File: config.mk
export PLATFORM = sky130hd
export DESIGN_NAME = iomem_arbiter
export DESIGN_NICKNAME = d
export VERILOG_FILES = /design/src/rtl/iomem_arb_pkg.sv /design/src/rtl/iomem_rr_pick.sv /design/src/rtl/iomem_arbiter.sv
export SDC_FILE = /design/constraint.sdc
export NUM_CORES = 1
export LEC_CHECK = 0
export ABC_AREA = 1
export BUFFER_PORTS_ARGS = -buffer_cell sky130_fd_sc_hd__buf_2
export CAP_MARGIN = 15
export CORE_AREA = 2 2 121 123
export CTS_BUF_LIST = sky130_fd_sc_hd__clkbuf_2
export CTS_CLUSTER_SIZE = 12
export DETAILED_ROUTE_END_ITERATION = 10
export DIE_AREA = 0 0 123 125
export PLACE_DENSITY_LB_ADDON = 0.12
export SLEW_MARGIN = 5
export SYNTH_ARGS = -nofsm -noshare
export SYNTH_HDL_FRONTEND = slang
export SYNTH_SLANG_ARGS = --single-unit
File: constraint.sdc
create_clock -name clk_i -period 2.6 [get_ports clk_i]
set_clock_uncertainty 0.05 [all_clocks]
set_input_delay 0.26 -clock clk_i [delete_from_list [all_inputs] [get_ports clk_i]]
set_output_delay 0.26 -clock clk_i [all_outputs]
set_load 0.005 [all_outputs]
File: src/rtl/iomem_arb_pkg.sv
// Shared types and constants for the two-master iomem arbiter.
package iomem_arb_pkg;

  typedef enum logic [1:0] {
    IDLE = 2'd0,
    REQ  = 2'd1,
    RESP = 2'd2
  } state_t;

  localparam logic [31:0] ERR_RDATA = 32'hDEAD_BEEF;

  localparam logic [1:0] GNT_NONE = 2'b00;
  localparam logic [1:0] GNT_M0   = 2'b01;
  localparam logic [1:0] GNT_M1   = 2'b10;

endpackage

File: src/rtl/iomem_rr_pick.sv
// Two-request round-robin picker: the master not granted last time wins a tie.
module iomem_rr_pick
  import iomem_arb_pkg::*;
(
  input  logic [1:0] req,
  input  logic [1:0] last_grant,
  output logic [1:0] grant
);

  always_comb begin
    grant = GNT_NONE;
    case (req)
      2'b01:   grant = GNT_M0;
      2'b10:   grant = GNT_M1;
      2'b11:   grant = (last_grant == GNT_M0) ? GNT_M1 : GNT_M0;
      default: grant = GNT_NONE;
    endcase
  end

endmodule

File: src/rtl/iomem_arbiter.sv
// Two-master round-robin arbiter for the iomem valid/ready bus, one transaction in flight.
// Optional slave timeout enabled by defining IOMEM_ARB_TIMEOUT_EN.
//
// state | meaning
// IDLE  | no owner; sample master requests and latch the winner's fields
// REQ   | s_valid_o high with latched fields, waiting for s_ready_i
// RESP  | one-cycle ready pulse to the owner, grant released
module iomem_arbiter
  import iomem_arb_pkg::*;
#(
  parameter int ADDR_W         = 32,
  parameter int DATA_W         = 32,
  parameter int TIMEOUT_CYCLES = 64
) (
  input  logic                  clk_i,
  input  logic                  rst_n,
  input  logic                  m0_valid_i,
  output logic                  m0_ready_o,
  input  logic [ADDR_W-1:0]     m0_addr_i,
  input  logic [DATA_W-1:0]     m0_wdata_i,
  input  logic [DATA_W/8-1:0]   m0_wstrb_i,
  output logic [DATA_W-1:0]     m0_rdata_o,
  input  logic                  m1_valid_i,
  output logic                  m1_ready_o,
  input  logic [ADDR_W-1:0]     m1_addr_i,
  input  logic [DATA_W-1:0]     m1_wdata_i,
  input  logic [DATA_W/8-1:0]   m1_wstrb_i,
  output logic [DATA_W-1:0]     m1_rdata_o,
  output logic                  s_valid_o,
  input  logic                  s_ready_i,
  output logic [ADDR_W-1:0]     s_addr_o,
  output logic [DATA_W-1:0]     s_wdata_o,
  output logic [DATA_W/8-1:0]   s_wstrb_o,
  input  logic [DATA_W-1:0]     s_rdata_i,
  output logic [1:0]            grant_o,
  output logic                  err_o
);

  if (TIMEOUT_CYCLES < 1) begin : g_bad_timeout
    $error("TIMEOUT_CYCLES must be at least 1");
  end

  state_t              state;
  logic [1:0]          last_grant;
  logic [1:0]          req;
  logic [1:0]          pick;
  logic                resp_fire;
  logic [DATA_W-1:0]   resp_data;

  assign req = {m1_valid_i, m0_valid_i};

  iomem_rr_pick u_pick (
    .req        (req),
    .last_grant (last_grant),
    .grant      (pick)
  );

`ifdef IOMEM_ARB_TIMEOUT_EN
  localparam int TMO_W = $clog2(TIMEOUT_CYCLES + 1);
  localparam logic [TMO_W-1:0] TMO_LAST = TMO_W'(TIMEOUT_CYCLES - 1);

  logic [TMO_W-1:0] tmo_cnt;
  logic             resp_err;

  // A slave ready in the timeout cycle takes priority over the abort.
  always_comb begin
    resp_fire = 1'b0;
    resp_err  = 1'b0;
    resp_data = s_rdata_i;
    if (state == REQ) begin
      if (s_ready_i) begin
        resp_fire = 1'b1;
      end else if (tmo_cnt == TMO_LAST) begin
        resp_fire = 1'b1;
        resp_err  = 1'b1;
        resp_data = DATA_W'(ERR_RDATA);
      end
    end
  end
`else
  always_comb begin
    resp_fire = (state == REQ) && s_ready_i;
    resp_data = s_rdata_i;
  end

  assign err_o = 1'b0;
`endif

  always_ff @(posedge clk_i) begin
    if (!rst_n) begin
      state      <= IDLE;
      last_grant <= GNT_M1;
      grant_o    <= GNT_NONE;
      s_valid_o  <= 1'b0;
      s_addr_o   <= '0;
      s_wdata_o  <= '0;
      s_wstrb_o  <= '0;
      m0_ready_o <= 1'b0;
      m1_ready_o <= 1'b0;
      m0_rdata_o <= '0;
      m1_rdata_o <= '0;
`ifdef IOMEM_ARB_TIMEOUT_EN
      tmo_cnt    <= '0;
      err_o      <= 1'b0;
`endif
    end else begin
      m0_ready_o <= 1'b0;
      m1_ready_o <= 1'b0;
`ifdef IOMEM_ARB_TIMEOUT_EN
      err_o      <= 1'b0;
`endif
      case (state)
        IDLE: begin
          if (pick != GNT_NONE) begin
            state     <= REQ;
            grant_o   <= pick;
            s_valid_o <= 1'b1;
            s_addr_o  <= pick[1] ? m1_addr_i  : m0_addr_i;
            s_wdata_o <= pick[1] ? m1_wdata_i : m0_wdata_i;
            s_wstrb_o <= pick[1] ? m1_wstrb_i : m0_wstrb_i;
            // Only a real contention moves the round-robin pointer.
            if (req == 2'b11) last_grant <= pick;
`ifdef IOMEM_ARB_TIMEOUT_EN
            tmo_cnt   <= '0;
`endif
          end
        end
        REQ: begin
          if (resp_fire) begin
            state      <= RESP;
            s_valid_o  <= 1'b0;
            m0_ready_o <= grant_o[0];
            m1_ready_o <= grant_o[1];
            if (grant_o[0]) m0_rdata_o <= resp_data;
            if (grant_o[1]) m1_rdata_o <= resp_data;
`ifdef IOMEM_ARB_TIMEOUT_EN
            err_o      <= resp_err;
`endif
          end
`ifdef IOMEM_ARB_TIMEOUT_EN
          else begin
            tmo_cnt <= tmo_cnt + 1'b1;
          end
`endif
        end
        RESP: begin
          state   <= IDLE;
          grant_o <= GNT_NONE;
        end
        default: begin
          state     <= IDLE;
          grant_o   <= GNT_NONE;
          s_valid_o <= 1'b0;
        end
      endcase
    end
  end

endmodule
Yosys cells after proc, flatten, opt, wreduce, memory -nomap -nowiden
Index checks and enable logic that the tools add are counted.
{"block": "classes", "reduce_logical": 11, "n_eq_ne": 8, "n_mux": 13, "n_bitwise": 2}
{"cell": "$mux 32", "n": 2}
{"cell": "$reduce_and 3->1", "n": 5}
{"cell": "$mux 2", "n": 4}
{"cell": "$pmux 2 s2", "n": 2}
{"cell": "$eq 2x1->1 const B", "n": 3}
{"cell": "$eq 2x2->1 const B", "n": 3}
{"cell": "$pmux 2 s3", "n": 1}
{"cell": "$reduce_and 2->1", "n": 3}
{"cell": "$mux 4", "n": 1}
{"cell": "$ne 2x2->1 const B", "n": 2}
{"cell": "$pmux 1 s3", "n": 1}
{"cell": "$logic_not 2->1", "n": 1}
{"cell": "$mux 1", "n": 2}
{"cell": "$not 1->1", "n": 2}
{"cell": "$reduce_bool 2->1", "n": 1}
{"cell": "$logic_and 1x1->1", "n": 1}
{"block": "totals", "register_bits": 141, "output_inout_bits": 138, "wordCells": 45, "input_bits": 173}

Depth between registers and ports, before layout
Gate-level depths: netlist (run 1).
{"block": "logic_depth", "word_depth": 6, "mapped_depth": 8, "mapped_depth_nobuf": 6}

Cells and area by module
A second synthesis (run 1) with hierarchy kept.
{"block": "unflattened", "cells_unflattened": 980, "area_unflattened_um2": 6216.0}
{"module": "iomem_arbiter", "cells_per_inst": 970, "n_inst": 1, "area_each_um2": 6177.2, "seq_area_each_um2": 2822.7}
{"module": "iomem_rr_pick", "cells_per_inst": 10, "n_inst": 1, "area_each_um2": 38.8, "seq_area_each_um2": 0.0}

Worst setup path after synthesis (run 1)
No wires, ideal clock.
{"block": "synth_path", "path_type": "reg2reg", "start": "register state[1]", "end": "register s_addr_o[23]", "slack_ns": 1.311, "arrival_ns": 1.122, "t_required_ns": 2.433, "n_path_buf": 2, "synth_period_minus_slack_ns": 1.289, "setup_time_ns": 0.117, "stages_incl_launch_ff": 9, "cell_sequence": "dfxtp_1 -> nor2_2 -> inv_2 -> nor2_2 -> buf_4 -> buf_4 -> nand2_1 -> nor2_1 -> nor2_1"}
{"block": "synth_via", "elab_chain_len": 2}
{"item": "from (decl)", "line": "iomem_arbiter.sv:43", "text": "state_t state;"}
{"item": "from (signal assigned)", "line": "iomem_arbiter.sv:91", "text": "state <= IDLE;"}
{"item": "from (signal assigned)", "line": "iomem_arbiter.sv:115", "text": "state <= REQ;"}
{"item": "from (signal assigned)", "line": "iomem_arbiter.sv:130", "text": "state <= RESP;"}
{"item": "$logic_not 2->1", "line": "iomem_arbiter.sv:112", "text": "case (state)"}
{"item": "$reduce_and 2->1 (no source line)"}
{"item": "to (signal assigned)", "line": "iomem_arbiter.sv:118", "text": "s_addr_o <= pick[1] ? m1_addr_i : m0_addr_i;"}
{"item": "to (decl)", "line": "iomem_arbiter.sv:31", "text": "output logic [ADDR_W-1:0] s_addr_o,"}
Every way passes these cells.
A chain may end at the register's enable or synchronous reset.

Worst setup path in the final report (run 1)
{"block": "layout_path", "start": "register last_grant[1]", "end": "register s_wdata_o[5]"}
{"block": "layout_via", "elab_chain_len": 5, "word_cells_on_any_way": 6, "cone_classes": "eq/ne: 1; mux: 3; reduce/logical: 2"}
{"item": "from (decl)", "line": "iomem_arbiter.sv:44", "text": "logic [1:0] last_grant;"}
{"item": "from (signal assigned)", "line": "iomem_arbiter.sv:122", "text": "if (req == 2'b11) last_grant <= pick;"}
{"item": "$eq 2x1->1 (*)", "line": "iomem_rr_pick.sv:15", "text": "2'b11: grant = (last_grant == GNT_M0) ? GNT_M1 : GNT_M0;"}
{"item": "$mux 2 (*)", "line": "iomem_rr_pick.sv:15"}
{"item": "$pmux 2 s3 (*)", "line": "iomem_rr_pick.sv:12", "text": "case (req)"}
{"item": "$reduce_bool 2->1", "line": "iomem_arbiter.sv:114", "text": "if (pick != GNT_NONE) begin"}
{"item": "$reduce_and 2->1 (no source line)"}
{"item": "to (signal assigned)", "line": "iomem_arbiter.sv:119", "text": "s_wdata_o <= pick[1] ? m1_wdata_i : m0_wdata_i;"}
{"item": "to (decl)", "line": "iomem_arbiter.sv:32", "text": "output logic [DATA_W-1:0] s_wdata_o,"}
Every way passes the cells marked *; elsewhere a longest branch is shown, timed or not.

==> flow_summary.json, run 1 <==
{
  "ios": 311,
  "endpoint_kind": "flop",
  "p_seq_share_pct": 51.4,
  "vdd_ir_drop_max_uv": 298.6,
  "h-tree-depth": 4,
  "crit_arrival_ns": 2.91,
  "power.leakage_nw": 5.191,
  "async_reset_ff_share_pct": 0,
  "wl_per_cell_um": 13.55,
  "finish.utilization_pct": 68.65,
  "area_growth_pct": 56.55,
  "drc": 0,
  "synth_top_cells_by_area": "dfxtp_1 45%, nor2_1 12%, a21oi_1 8.4%",
  "drive_above_1_share_pct": 26.43,
  "start_kind": "flop",
  "total_power_mw": 4.643,
  "ys_warn_count": 0,
  "first_iter_violations": 515,
  "synth_top_cell_area_share_pct": 45.32,
  "clock_path_buffers": 2,
  "crit_chain": "inv_1, nand3_4, buf_12, nand3_1, nand2_1, nor2_1, dlygate4sd3_1, nor2_1",
  "period_needed_ns": 2.352,
  "die_area_mm2": 0.01538,
  "avgSynthCellArea_um2": 6.733,
  "portBuffers": 309,
  "grt_pass1_vias": 7265,
  "path_max_fanout": 55,
  "max_slew_margin_pct": 57.54,
  "antenna_found_initial": 3,
  "fin_tns_setup_ns": 0,
  "totalWireLength_um": 21230,
  "cts_tree": "done",
  "synth-edff-count": 0,
  "power_density_mw_per_mm2": 476.2,
  "rows": 44,
  "hold_class": "in2reg",
  "synthTopCellsByCount": "206 x nor2_1, 141 x dfxtp_1, 138 x nand2_1",
  "yosys_register_bits": 141,
  "coreArea_mm2": 0.01420,
  "ctsRootBufferMaster": "clkbuf_2",
  "drv_cap": 0,
  "postCtsSetupRepairBufs": 0,
  "die_h_um": 125,
  "ys_types": 18,
  "grt_overflow_total": 0,
  "p_clk_share_pct": 23.5,
  "dr.pass1.iters": 5,
  "syn_nets": 1098,
  "swShare_pct": 31.26,
  "dp_hpwl_um": 12920,
  "finalSetupViolations": 0,
  "cts_hold_buf": 173,
  "gp_congestion": 0.8442,
  "seq_area_frac_synth_pct": 45.32,
  "cp_common_cell": "nor2_1",
  "syn-cell-area_mm2": 0.006228,
  "cp_slowest_cell": "dlygate4sd3_1",
  "insertion_delay_ns": 0.68,
  "clock_sinks": 141,
  "slew_violations": 0,
  "tightest_slew_ns": 0.6368,
  "worst-setup-path-type": "reg2reg",
  "cts.clk_slew.worst_paths_ns": 0.22,
  "cp.required_ns": 3.16,
  "viasPerCell": 4.854,
  "synth_area_leader_cell": "dfxtp_1",
  "fin_hold_ws_ns": 0.2652,
  "finalHoldViolations": 0,
  "path_buf_inv": 3,
  "finalNetCount": 1541,
  "cts_resized": 0,
  "power_frac_comb_pct": 25.1,
  "ys.flop_type": "dfxtp_1",
  "power.switching_mw": 1.452,
  "initial_core_util_pct": 43.85,
  "critPathMaxStageDelay_ns": 0.56,
  "fmax_ghz": 0.4251,
  "synthCells": 925,
  "vias": 7606,
  "cts-buffers-inserted": 17,
  "yosysMostFrequentCell": "nor2_1",
  "rsz0062_at_grt": "false",
  "grt_max_degree": 111,
  "grt_util_all_layers_pct": 26.98,
  "grt_pass1_wl_um": 33350,
  "ant_nets": 0,
  "cpLargestDelayFamily": "buffers and inverters",
  "finalCritPeriodShare_pct": 90.47,
  "outcome": "finished, final reports clean",
  "p_int_mw": 3.192,
  "die_w_um": 123
}
## worst paths after layout
kind,cells after the start,slack [ns],endpoint,startpoint
worst max-delay path,8,0.25,s_wdata_o[5],last_grant[1]
worst min-delay path,4,0.27,m1_rdata_o[4],s_rdata_i[4]
worst max register to register,8,0.25,s_wdata_o[5],last_grant[1]
worst min register to register,2,0.42,m0_rdata_o[17],m0_rdata_o[17]
## per-layer routing
| layer | vias to the layer above | wire length (um) | GRT usage, % |
|---|---|---|---|
| met2 | 302 | 10060 | 46.15 |
| met4 | 2 | 896 | 14.30 |
| met5 | - | 13 | 0 |
| li1 | 3836 | - | - |
| met3 | 70 | 1705 | 8.257 |
| met1 | 3396 | 8551 | 29.63 |
## placed cells by master, fill, tap and decap left out, drive strengths merged, types with 2 or more instances in the layout
master / Yosys / routed
buf: 46 / 324
nor2: 209 / 209
dlygate4sd3: 0 / 173
dfxtp: 141 / 141
nand2: 138 / 138
a21oi: 104 / 104
o21ai: 101 / 101
inv: 79 / 81
nand3: 75 / 75
clkbuf: 27 / 19
clkinv: 0 / 8
clkinvlp: 0 / 3
diode: 0 / 2
nand4: 2 / 2
## kinds of logic after synthesis
group           after synthesis  share of synthesized area (%)
flops                       141                          45.32
simple gates                425                          27.34
compound gates              206                          16.59
buf+inv                     152                          10.69
other cells                   1                        0.06021
## per-stage QoR
stage / setup WS, ns / cell area, um^2 / std cells
global route: 0.04202 / 9751 / 1567
finish: 0.2479 / 9751 / 1567
floorplan: 1.311 / 6228 / 925
CTS: 0.2841 / 9746 / 1565
detailed placement: 0.7752 / 7824 / 1360
global placement: 0.8110 / 7824 / 1360
## state kept, by name, indices dropped and copies added, names as in the netlist
register / flops
s_wstrb_o: 4
m1_rdata_o: 32
s_wdata_o: 32
state: 2
last_grant: 2
s_valid_o: 1
m1_ready_o: 1
m0_ready_o: 1
grant_o: 2
m0_rdata_o: 32
s_addr_o: 32
## power by group through the flow
stage / clock network (mW) / logic (mW) / registers [mW]
floorplan: 0 / 0.470 / 2.44
global placement: 0 / 0.849 / 2.43
detailed placement: 0 / 0.853 / 2.43
global route: 1.22 / 1.29 / 2.41
CTS: 1.14 / 1.14 / 2.39
finish: 1.09 / 1.16 / 2.39
## tightest hold or removal path, cell delays in order
cell and delay [ns]:
dlygate4sd3_1 0.52, buf_2 0.10, nor2_1 0.04, nor2_1 0.08
## cell type report
| type | instances | area [um^2] |
|---|---|---|
| Sequential cell | 141 | 2823 |
| Inverter | 79 | 296.5 |
| Antenna cell | 2 | 5.005 |
| Timing Repair Buffer | 497 | 3441 |
| Multi-Input combinational cell | 632 | 2765 |
| Tap cell | 184 | 230.2 |
| Clock inverter | 13 | 95.09 |
| Fill cell | 1202 | 4453 |
| Clock buffer | 19 | 95.09 |
No activity file was read; power rests on OpenSTA's default activity.
==> inputs of run 2 (changes only) <==
==> constraint.sdc (replaced) <==
create_clock -name clk_i -period 2.6 [get_ports clk_i]
set_clock_uncertainty 0.05 [all_clocks]
set_input_delay 0.13 -clock clk_i [delete_from_list [all_inputs] [get_ports clk_i]]
set_output_delay 0.13 -clock clk_i [all_outputs]
set_load 0.005 [all_outputs]
==> flow_summary.json, run 2 (synthesis results as in run 1) <==
{
  "coreArea_mm2": 0.01420,
  "dr.pass1.iters": 5,
  "clock_path_buffers": 2,
  "p_seq_share_pct": 47.2,
  "outcome": "finished, final reports clean",
  "power.leakage_nw": 5.336,
  "crit_chain": "nand4_1, inv_4, nand2_1, dlygate4sd3_1, a21oi_1, dlygate4sd3_1",
  "rsz0062_at_grt": "false",
  "drc": 0,
  "cts_tree": "done",
  "finalHoldViolations": 0,
  "final_cell_area_mm2": 0.01008,
  "fillCellCount": 1212,
  "vias": 7739,
  "reg2reg_depth": 6,
  "first_iter_violations": 453,
  "period_needed_ns": 2.428,
  "antenna_found_initial": 2,
  "area_growth_pct": 61.87,
  "critPathMaxStageDelay_ns": 0.58,
  "dpl_cell_area_mm2": 0.007856,
  "portBuffers": 309,
  "cp_slowest_cell": "dlygate4sd3_1",
  "slew_violations": 0,
  "finalSetupViolations": 0,
  "die_area_mm2": 0.01538,
  "cts-buffers-inserted": 17,
  "viasPerCell": 4.870,
  "clock_sinks": 141,
  "path_max_fanout": 32,
  "tightest_slew_ns": 0.6188,
  "dp_hpwl_um": 13090,
  "ant_nets": 0,
  "swShare_pct": 29.07,
  "power.switching_mw": 1.473,
  "finalCritPeriodShare_pct": 93.37,
  "h-tree-depth": 4,
  "grt_overflow_total": 0,
  "max_slew_margin_pct": 58.68,
  "final_common_cell": "buf_2",
  "finalNetCount": 1563,
  "initial_core_util_pct": 43.85,
  "hold_class": "in2reg",
  "gp_congestion": 0.8227,
  "rows": 44,
  "grt_pass1_vias": 7413,
  "ios": 311,
  "vdd_ir_drop_max_uv": 251.2,
  "fmax_ghz": 0.4119,
  "worstHoldPathCells": 4,
  "drive_above_1_share_pct": 26.09,
  "die_w_um": 123,
  "endpoint_kind": "flop",
  "fin_tns_setup_ns": 0,
  "cp_common_cell": "dlygate4sd3_1",
  "total_power_mw": 5.067,
  "ctsRootBufferMaster": "clkbuf_2",
  "p_int_mw": 3.594,
  "start_kind": "flop",
  "die_h_um": 125,
  "layout_common_cells": "309 x buf_2, 206 x nor2_1, 193 x dlygate4sd3_1",
  "worst-setup-path-type": "reg2reg",
  "crit_arrival_ns": 3.04,
  "drv_cap": 0,
  "power_frac_comb_pct": 23.7,
  "finish.utilization_pct": 70.98,
  "cts.clk_slew.worst_paths_ns": 0.22,
  "totalWireLength_um": 22050,
  "power_density_mw_per_mm2": 502.5,
  "p_clk_share_pct": 29.1,
  "insertion_delay_ns": 0.70,
  "wl_per_cell_um": 13.87,
  "cp.required_ns": 3.21,
  "grt_util_all_layers_pct": 28.13,
  "grt_pass1_wl_um": 34780,
  "grt_max_degree": 78
}
run 2: repair_timing:
item / in CTS / in global routing
hold buffers: 193 / 0
setup endpoints to repair: 0 / 9
hold endpoints to repair: 140 / 0
setup buffers: 0 / 0
resized for setup: 0 / 2
run 2: area by class of cell:
class	instances	area [um^2]	area share (%)
Sequential cell	141	2823	28.00
Timing Repair Buffer	518	3674	36.44
Clock buffer	18	90.09	0.8935
Multi-Input combinational cell	633	2771	27.49
Clock inverter	14	190.2	1.886
Inverter	79	299.0	2.966
Tap cell	184	230.2	2.283
Antenna cell	2	5.005	0.04964
run 2: worst max-delay path: cells and delay by family (launching register included):
family / cells / cell delay [ns]
flip-flops: 1 / 0.44
AND/OR/NAND/NOR: 2 / 0.29
buffers and inverters: 3 / 1.47
AO/OA/AOI/OAI: 1 / 0.13
run 2: power by group through the flow:
| stage | clock [mW] | combinational [mW] | sequential (mW) |
|---|---|---|---|
| after floorplan | 0 | 0.470 | 2.44 |
| after global placement | 0 | 0.871 | 2.43 |
| after detailed placement | 0 | 0.874 | 2.43 |
| after CTS | 1.51 | 1.17 | 2.39 |
| after global routing | 1.60 | 1.33 | 2.41 |
| final | 1.48 | 1.20 | 2.39 |
run 2: per-stage QoR:
stage / hold slack [ns] / instances / setup WS, ns
after floorplan: 0.2149 / 925 / 1.311
after global placement: 0.3242 / 1361 / 0.7946
after detailed placement: 0.3245 / 1361 / 0.7818
after CTS: 0.07076 / 1586 / 0.1232
after global routing: 0.06607 / 1589 / 0.009736
final: 0.1298 / 1589 / 0.1724
run 2: worst paths after layout:
kind | endpoint | startpoint | slack (ns)
worst max-delay path | m0_rdata_o[25] | state[0] | 0.17
worst min-delay path | m1_rdata_o[16] | s_rdata_i[16] | 0.13
worst max register to register | m0_rdata_o[25] | state[0] | 0.17
worst min register to register | m0_rdata_o[19] | m0_rdata_o[19] | 0.42
run 2: layer usage:
metal  vias up  part of all wire, %  track usage [%]
li1       3870                    -                -
met1      3481                   39            30.78
met2       342                   50            49.85
met3        46                  8.4            8.485
met4         0                  2.8            11.76
met5         -                    0                0
